$ cat src/rtl/omsp_hmac_arbiter.sv
// omsp_hmac_arbiter
// Lends the single HMAC core to one of two sequencers at a time. Each owner
// keeps the core for a whole session. Sessions are granted round-robin, and
// the core is held in reset between owners so that no key or partial MAC
// carries over from one owner to the next.
module omsp_hmac_arbiter #(
  parameter int unsigned SCRUB_CYCLES = 2  // 1..15 cycles of core reset after a session
) (
  input  logic        clk,
  input  logic        reset,

  input  logic        req0_req,
  output logic        req0_gnt,
  input  logic        req0_hmac_reset,
  input  logic        req0_start_continue,
  input  logic        req0_data_available,
  input  logic        req0_data_is_long,
  input  logic [15:0] req0_data,
  output logic        req0_busy,
  output logic [15:0] req0_hmac_out,

  input  logic        req1_req,
  output logic        req1_gnt,
  input  logic        req1_hmac_reset,
  input  logic        req1_start_continue,
  input  logic        req1_data_available,
  input  logic        req1_data_is_long,
  input  logic [15:0] req1_data,
  output logic        req1_busy,
  output logic [15:0] req1_hmac_out,

  output logic        hmac_reset,
  output logic        hmac_start_continue,
  output logic        hmac_data_available,
  output logic        hmac_data_is_long,
  output logic [15:0] hmac_data_in,
  input  logic        hmac_busy,
  input  logic [15:0] hmac_out,

  output logic [1:0]  owner
);

  typedef enum logic [1:0] {
    IDLE  = 2'd0,
    OWN0  = 2'd1,
    OWN1  = 2'd2,
    SCRUB = 2'd3
  } state_t;

  // Counter runs SCRUB_CYCLES-1 down to 0, giving SCRUB_CYCLES cycles in SCRUB.
  localparam logic [3:0] SCRUB_LOAD = 4'(SCRUB_CYCLES - 1);

  state_t     r_state;
  state_t     w_next_state;
  logic       r_last_owner;
  logic       w_next_last_owner;
  logic [3:0] r_scrub_cnt;
  logic [3:0] w_next_scrub_cnt;

  // State register; last_owner resets to 1 so requester 0 wins the first tie.
  always_ff @(posedge clk or posedge reset) begin
    if (reset) begin
      r_state      <= IDLE;
      r_last_owner <= 1'b1;
      r_scrub_cnt  <= 4'd0;
    end else begin
      // NOTE: non-blocking assignments here so every register samples the
      // pre-edge values; blocking would let later lines see updated state.
      r_state      <= w_next_state;
      r_last_owner <= w_next_last_owner;
      r_scrub_cnt  <= w_next_scrub_cnt;
    end
  end

  // Next-state: arbitrate in IDLE, hold the owner until it drops req, then scrub.
  always_comb begin
    // NOTE: every variable gets a default before the case so that no path
    // leaves it unassigned, which would otherwise infer a latch.
    w_next_state      = r_state;
    w_next_last_owner = r_last_owner;
    w_next_scrub_cnt  = r_scrub_cnt;
    case (r_state)
      IDLE: begin
        if (req0_req && req1_req) begin
          w_next_state = r_last_owner ? OWN0 : OWN1;
        end else if (req0_req) begin
          w_next_state = OWN0;
        end else if (req1_req) begin
          w_next_state = OWN1;
        end
      end
      OWN0: begin
        if (!req0_req) begin
          w_next_state      = SCRUB;
          w_next_last_owner = 1'b0;
          w_next_scrub_cnt  = SCRUB_LOAD;
        end
      end
      OWN1: begin
        if (!req1_req) begin
          w_next_state      = SCRUB;
          w_next_last_owner = 1'b1;
          w_next_scrub_cnt  = SCRUB_LOAD;
        end
      end
      SCRUB: begin
        if (r_scrub_cnt == 4'd0) begin
          w_next_state = IDLE;
        end else begin
          w_next_scrub_cnt = r_scrub_cnt - 4'd1;
        end
      end
      default: w_next_state = IDLE;
    endcase
  end

  // Output mux: purely a decode of the registered state; core idles in reset otherwise.
  always_comb begin
    req0_gnt            = 1'b0;
    req1_gnt            = 1'b0;
    req0_busy           = 1'b1;
    req1_busy           = 1'b1;
    req0_hmac_out       = 16'h0000;
    req1_hmac_out       = 16'h0000;
    hmac_reset          = 1'b1;
    hmac_start_continue = 1'b0;
    hmac_data_available = 1'b0;
    hmac_data_is_long   = 1'b0;
    hmac_data_in        = 16'h0000;
    owner               = 2'b00;
    case (r_state)
      OWN0: begin
        req0_gnt            = 1'b1;
        owner               = 2'b01;
        req0_busy           = hmac_busy;
        req0_hmac_out       = hmac_out;
        hmac_reset          = req0_hmac_reset;
        // Strobes are gated with req so nothing reaches the core as the session ends.
        hmac_start_continue = req0_start_continue & req0_req;
        hmac_data_available = req0_data_available & req0_req;
        hmac_data_is_long   = req0_data_is_long;
        hmac_data_in        = req0_data;
      end
      OWN1: begin
        req1_gnt            = 1'b1;
        owner               = 2'b10;
        req1_busy           = hmac_busy;
        req1_hmac_out       = hmac_out;
        hmac_reset          = req1_hmac_reset;
        hmac_start_continue = req1_start_continue & req1_req;
        hmac_data_available = req1_data_available & req1_req;
        hmac_data_is_long   = req1_data_is_long;
        hmac_data_in        = req1_data;
      end
      default: ;
    endcase
  end

endmodule

$ cat config.mk
export PLATFORM = sky130hd
export DESIGN_NAME = omsp_hmac_arbiter
export DESIGN_NICKNAME = d
export VERILOG_FILES = /design/src/rtl/omsp_hmac_arbiter.sv
export SDC_FILE = /design/constraint.sdc
export NUM_CORES = 1
export LEC_CHECK = 0
export BUFFER_PORTS_ARGS = -buffer_cell sky130_fd_sc_hd__buf_4
export CAP_MARGIN = 20
export CELL_PAD_IN_SITES_DETAIL_PLACEMENT = 2
export CELL_PAD_IN_SITES_GLOBAL_PLACEMENT = 2
export CORE_MARGIN = 1.5
export CORE_UTILIZATION = 17
export DETAILED_ROUTE_END_ITERATION = 7
export GPL_TIMING_DRIVEN = 1
export PLACE_DENSITY_LB_ADDON = 0.15
export SYNTH_ARGS = -nofsm -noshare
export SYNTH_HDL_FRONTEND = slang
export SYNTH_SLANG_ARGS = --single-unit
$ cat constraint.sdc
create_clock -name clk -period 3.2 [get_ports clk]
set_input_delay 0.32 -clock clk [delete_from_list [all_inputs] [get_ports clk]]
set_output_delay 0.32 -clock clk [all_outputs]
set_load 0.01 [all_outputs]
-- Word level (Yosys, flattened, before mapping)
Index checks and enable logic that the tools add are counted.
Widths: inputs -> output; s select.
- register bits: 7
- input bits: 61
- $add $sub $neg: 1
- equality and inequality tests: 8
- multiplexer cells: 27
- bitwise operators: 4
- reduce and logical (&&, ||, !) cells: 8
- operators by type and width (cell ; count):
    $mux 16 ; 2
    $pmux 16 s2 ; 1
    $mux 2 ; 7
    $mux 4 ; 3
    $pmux 4 s3 ; 1
    $pmux 1 s2 ; 5
    $ne 2x2->1 const B ; 4
    $pmux 2 s4 ; 1
    $reduce_and 4->1 ; 2
    $mux 1 ; 6
    $and 1x1->1 ; 4
    $eq 2x2->1 const B ; 2
    $logic_not 4->1 ; 1
    $ne 4x4->1 const B ; 1
    $pmux 2 s2 ; 1
    $sub 4x1->4 const B ; 1
    $reduce_and 3->1 ; 1
    $reduce_bool 3->1 ; 1
    $eq 2x1->1 const B ; 1
    $logic_not 2->1 ; 1
    $reduce_bool 2->1 ; 1
    $logic_and 1x1->1 ; 1

-- Logic depth before layout (Yosys ltp)
Gate-level depths: netlist (run 1).
- depth in word-level cells: 4
- gate-level depth with buffers: 6
- gate-level depth less buffers: 5

-- Worst setup path after synthesis (run 1)
Ideal clock, no wire load.
- kind: register -> output
- from: reg r_state[0]
- to: out hmac_data_in[10]
- data arrival time: 1.650 ns
- path slack: 1.230 ns
- cell stages (with the launch flop): 7
- cell sequence: dfrtp_1 inv_1 ha_1 clkbuf_1 buf_1 a22oi_1 nor2b_1
- word-level cells in the longest chain between the ends: 2
- RTL lines (item ; RTL line ; source):
    from (decl) ; 53 ; state_t r_state;
    from (signal assigned) ; 69 ; r_state <= w_next_state;
    $eq 2x2->1 / $eq 2x1->1 (equally long branches) ; 131 ; case (r_state)
    $pmux 16 s2 * ; 131 ;
    to (decl) ; 36 ; output logic [15:0] hmac_data_in,
Every way passes the cells marked *; elsewhere a longest branch is shown, timed or not.

-- Worst setup path after layout (run 1)
- from: reg r_state[1]
- to: out hmac_data_in[10]
Same word-level chain as after synthesis.

==> results of run 1 <==
-- synthesized netlist by cell type, types with 2 or more instances --
| cell | instances |
|---|---|
| a21boi_1 | 2 |
| a21oi_1 | 2 |
| a22oi_1 | 18 |
| a31oi_1 | 2 |
| and2_1 | 32 |
| buf_4 | 2 |
| clkbuf_1 | 10 |
| dfrtp_1 | 6 |
| ha_1 | 8 |
| inv_1 | 7 |
| mux2i_1 | 2 |
| nand2_1 | 2 |
| nand2b_1 | 3 |
| nand3_1 | 5 |
| nor2_1 | 2 |
| nor2b_1 | 18 |
| o21ai_1 | 3 |
-- cell families after synthesis --
| family | after synthesis | share of synthesized area [%] |
|---|---|---|
| AO/OA/AOI/OAI | 35 | 24.9 |
| flip-flops | 7 | 16.2 |
| buffers and inverters | 21 | 8.05 |
| multiplexers | 4 | 4.25 |
| AND/OR/NAND/NOR | 66 | 37.4 |
| adder cells (fa/ha/maj) | 8 | 9.20 |
-- power breakdown --
part | internal, uW | total (uW) | switching, uW | leakage [uW]
clock network | 86.7 | 130 | 43.8 | 0.0000228
logic | 749 | 1510 | 757 | 0.000932
registers | 129 | 166 | 36.9 | 0.0000851
-- cell type report --
class,count,area share [%]
clock buffers,4,2.19
flip-flops and latches,7,8.57
well taps,75,4.56
inverters,7,1.28
repair buffers,119,43.4
multi-input cells,113,40.0
-- worst register-to-register path: cells and delay by family (launching register included) --
kind | cells | cell delay [ns]
simple gates | 1 | 0.18
flops | 1 | 0.42
buf+inv | 1 | 0.13
fa+ha+maj | 1 | 0.49
mux | 1 | 0.30
compound gates | 1 | 0.54
-- stage by stage --
| step | utilization (%) | instance area [um^2] | hold WS [ns] | setup slack, ns |
|---|---|---|---|---|
| 6_report | 34.0 | 2060 | 0.0247 | 0.713 |
| 2_1_floorplan | - | 1090 | 0.123 | 1.23 |
| 5_1_grt | 34.0 | 2060 | 0.0457 | 0.476 |
| 3_3_place_gp | 33.2 | 2010 | 0.289 | 1.00 |
| 3_5_place_dp | 33.2 | 2010 | 0.281 | 0.908 |
| 4_1_cts | 34.0 | 2060 | 0.0368 | 0.644 |
-- metal layers --
layer	track usage (%)	vias up	part of all wire, %
met2	26.3	58	51
met4	2.58	0	0.91
met3	3.28	4	6.6
li1	-	700	-
met5	0	-	0
met1	17.1	696	42
-- flip-flops by register name, summed over array words and instances (netlist names) --
name / count
r_state: 2
r_last_owner: 1
r_scrub_cnt: 4
-- worst paths after layout --
| path | start | end | cells past startpoint |
|---|---|---|---|
| max | r_state[1]$_DFFE_PP0P_ | hmac_data_in[10] | 6 |
| max reg2reg | r_state[0]$_DFFE_PP0P_ | r_scrub_cnt[0]$_DFFE_PP0P_ | 5 |
| min | reset | r_scrub_cnt[0]$_DFFE_PP0P_ | 2 |
| min in group clk | req1_req | r_last_owner$_DFFE_PP1P_ | 4 |
| min reg2reg | r_scrub_cnt[3]$_DFFE_PP0P_ | r_scrub_cnt[3]$_DFFE_PP0P_ | 1 |
| max in group asynchronous | reset | r_last_owner$_DFFE_PP1P_ | 2 |
==> results.yml, run 1 <==
outcome:
  outcome: "finished clean"
clock_network:
  h-tree-depth: 1
  cts_hold_buf: 0
  cts.sinks: 7
  cts_resized: 0
  clkTransAtPathRegs_ns: 0.04
  cts_setup_buffers: 0
  cts-root-buf: "clkbuf_8"
  cts_buffer_depth: 2
  cts_tree: "done"
  numCtsBuffers: 3
  insertion_delay_ns: 0.24
finish:
  final_common_cell: "buf_4"
  area_growth_pct: 89.2
  layout.cells.non_filler: 325
  diodes: 0
  regArea_um2: 176
  num-nets-final: 320
  drive_above_1_share_pct: 51.2
  final_cell_mix: "119 x buf_4, 32 x and2_1, 18 x a22oi_1, 18 x nor2b_1, 8 x ha_1"
  multi_input_area_um2: 825
  fillers: 715
global_routing:
  antenna_found_initial: 0
  grt_use_total_pct: 14.3
  grt_max_degree: 25
  grt_pass1_wl_mm: 8.29
  grt_remaining_overflow: 0
  first_global_vias: 1631
power_and_ir_drop:
  vdd_ir_drop_max_mv: 0.406
  power_uw: 1800
  power.density_mw_per_mm2: 875
  p_leak_uw: 0.00104
placed_design:
  io_buffer_count: 118
  gp_congestion: 0.706
  hpwl_mm: 4.25
  place_inst: 321
worst_setup_path:
  rrSetupSlack_ns: 1.02
  crit_buf_inv: 3
  crit_path_frequent_cell: "buf_4"
  crit_fanout: 22
  crit_type: "reg2out"
  path_delay_family: "buffers and inverters"
  crit_path_end_kind: "output port"
  cp.arrival_ns: 2.17
  cpPeakStageDelay_ns: 0.57
  path_cells: "inv_1 -> ha_1 -> buf_4 -> a22oi_1 -> nor2b_1 -> buf_4"
  required_ns: 2.88
  startpoint_type: "flip-flop"
  cpMaxStageDelayCell: "ha_1"
sta:
  post-route-period-util_pct: 77.7
  setup_viol: 0
  setup_tns_ns: 0
  report.final.slew_viol_count: 0
  tightestPinTransition_ns: 0.778
  period_minus_slack_ns: 2.49
  rsz0062_at_grt: "no"
  max_freq_ghz: 0.402
  slew_headroom_pct: 48.1
  hold_viol_final: 0
  finClkSkew_ns: 0.00352
synth:
  synth.area.top_cells: "and2_1 18%, dfrtp_1 14%, a22oi_1 12%, nor2b_1 10%, ha_1 9.2%"
  syn_nets: 210
  syn_area_mm2: 0.00109
  synthCells: 141
  async_flop_share_pct: 100
  synth-main-ff-cell: "dfrtp_1"
  synth_edf_count: 0
  synth_top_area_share_pct: 18.4
  seq_area_frac_synth_pct: 16.2
  syn_avg_cell_area_um2: 7.72
  ys_ff_latch: 7
  synth_top_area_cell: "and2_1"
  yosysUniqueCellTypes: 34
  yosysWarnings: 0
route:
  drt_iter0_markers: 42
  vias: 1458
  drc: 0
  dr.pass1.iters: 4
  ant_nets: 0
  routedWlPerCell_um: 16.3
  via_per_inst: 4.49
  routed_wl_mm: 5.29
floorplanning:
  die_width_um: 83.0
  fp.dieArea_mm2: 0.00689
  core_mm2: 0.00606
  num_rows: 28
  ioPinCount: 119
  start_util_pct: 18.0
  die_y_um: 83.0
hold_path:
  hold_class: "in2async"
flow_run:
  cap_violations: 0
(Power assumes the default switching activity.)
==> run 2, diff against run 1 <==
- CORE_UTILIZATION: 17 -> 16
- clock period: 3.2 -> 2.4 ns (I/O delays scaled with it)
==> run 2 against run 1 <==
Effect of this change:
- power grew 37%
- sequential cell count unchanged
- clock skew increased by 0.00095 ns
- critical path depth decreased by 1
- routed wire length increased by 2.5%
- setup slack worse by 0.42 ns
- non-clock buffer count rose by 5
- hold slack improved by 0.36 ns
- register-to-register slack got worse by 0.57 ns
- utilization decreased by 1.2 points
- combinational power up 38%
- count of clock-buffer cells in the layout stayed put
- highest routed layer unchanged
==> results.yml, run 2 (synthesized netlist as in run 1, its figures left out) <==
clock_network:
  cts_tree: "done"
  h-tree-depth: 1
  numCtsBuffers: 3
  cts.sinks: 7
  clkTransAtPathRegs_ns: 0.04
  cts-root-buf: "clkbuf_8"
  cts_buffer_depth: 2
  cts_setup_buffers: 0
  cts_resized: 0
  insertion_delay_ns: 0.24
  cts_hold_buf: 1
floorplanning:
  die_width_um: 85.5
  ioPinCount: 119
  start_util_pct: 16.9
  num_rows: 29
  die_y_um: 85.5
  fp.dieArea_mm2: 0.00731
  core_mm2: 0.00646
route:
  drc: 0
  via_per_inst: 4.53
  drt_iter0_markers: 46
  routed_wl_mm: 5.42
  top_layer: "met4"
  routedWlPerCell_um: 16.3
  dr.pass1.iters: 4
  met3_length_um: 514
  vias: 1503
  ant_nets: 0
  met2_length_mm: 2.62
  wl_met1_mm: 2.25
finish:
  final_common_cell: "buf_4"
  diodes: 0
  final_cell_mix: "122 x buf_4, 32 x and2_1, 18 x a22oi_1, 18 x nor2b_1, 8 x ha_1"
  num-nets-final: 325
  area_growth_pct: 94.3
  drive_above_1_share_pct: 51.8
  largestRegisters: "r_scrub_cnt x4, r_state x2, r_last_owner x1"
  top_register: "r_scrub_cnt"
  largest_reg_flops: 4
  utilization_pct: 32.7
global_routing:
  grt_use_total_pct: 14.9
  grt_pass1_wl_mm: 8.64
  first_global_vias: 1679
  grt_remaining_overflow: 0
  antenna_found_initial: 0
  grt_max_degree: 23
worst_setup_path:
  crit_path_frequent_cell: "buf_4"
  crit_path_end_kind: "output port"
  cp.arrival_ns: 1.87
  crit_fanout: 16
  crit_type: "reg2out"
  required_ns: 2.16
  path_cells: "inv_1 -> ha_1 -> buf_4 -> and2_1 -> buf_4"
  rrSetupSlack_ns: 0.45
  cpPeakStageDelay_ns: 0.55
  cpMaxStageDelayCell: "ha_1"
  startpoint_type: "flip-flop"
placed_design:
  gp_congestion: 0.763
  io_buffer_count: 118
  hpwl_mm: 4.53
sta:
  post-route-period-util_pct: 87.8
  rsz0062_at_grt: "no"
  tightestPinTransition_ns: 0.574
  setup_tns_ns: 0
  report.final.slew_viol_count: 0
  setup_viol: 0
  finClkSkew_ns: 0.00447
  worst_hold_slack_ns: 0.387
  hold_viol_final: 0
  slew_headroom_pct: 61.8
  max_freq_ghz: 0.475
  period_minus_slack_ns: 2.11
outcome:
  outcome: "finished clean"
power_and_ir_drop:
  power.density_mw_per_mm2: 1170
  p_leak_uw: 0.00107
  vdd_ir_drop_max_mv: 0.338
flow_run:
  cap_violations: 0
hold_path:
  hold_class: "in2reg"
==> run 2: cell count changes in the layout (fill, tap and decap cells not counted) <==
cell	previous run	this run
buf_12	0	1
buf_4	119	122
dlygate4sd3_1	0	1
==> run 2: stage by stage <==
step | worst slack, ns | cells | area, um^2 | power (uW)
3_5_place_dp | 0.425 | 327 | 2060 | 2350
2_1_floorplan | 0.510 | 141 | 1090 | 1390
5_1_grt | 0.104 | 332 | 2110 | 2710
6_report | 0.293 | 332 | 2110 | 2470
3_3_place_gp | 0.493 | 327 | 2060 | 2330
4_1_cts | 0.240 | 332 | 2110 | 2540
==> run 2: cell type report <==
class	instances	area (um^2)
fill	781	4340
inverter	7	26.3
timing repair buffer	124	946
tap	77	96.3
multi-input combinational	113	825
clock buffer	4	45.0
sequential	7	176
==> run 2: power by group <==
| group | internal (uW) | total, uW | switching, uW |
|---|---|---|---|
| Sequential | 173 | 222 | 48.6 |
| Clock | 116 | 174 | 58.3 |
| Combinational | 1070 | 2080 | 1010 |
==> run 2: worst paths after layout <==
kind	startpoint	to	cells past startpoint
worst max-delay path	r_state[0]$_DFFE_PP0P_	req1_hmac_out[5]	5
worst min-delay path	req1_req	r_last_owner$_DFFE_PP1P_	4
worst max register to register	r_state[0]$_DFFE_PP0P_	r_scrub_cnt[0]$_DFFE_PP0P_	5
worst min register to register	r_scrub_cnt[3]$_DFFE_PP0P_	r_scrub_cnt[3]$_DFFE_PP0P_	1
max in group asynchronous	reset	r_last_owner$_DFFE_PP1P_	3
min in group asynchronous	reset	r_scrub_cnt[0]$_DFFE_PP0P_	3
==> run 2: worst max-delay path: cells and delay by family, from the launching register on <==
family,cells,cell delay [ns]
simple gates,1,0.13
buf+inv,3,0.55
fa+ha+maj,1,0.55
flops,1,0.41
==> run 2: per-layer routing <==
metal	vias to the layer above	GRT usage (%)
li1	711	-
met1	723	18.5
met2	64	24.7
met3	5	5.64
met4	0	3.08
met5	-	0
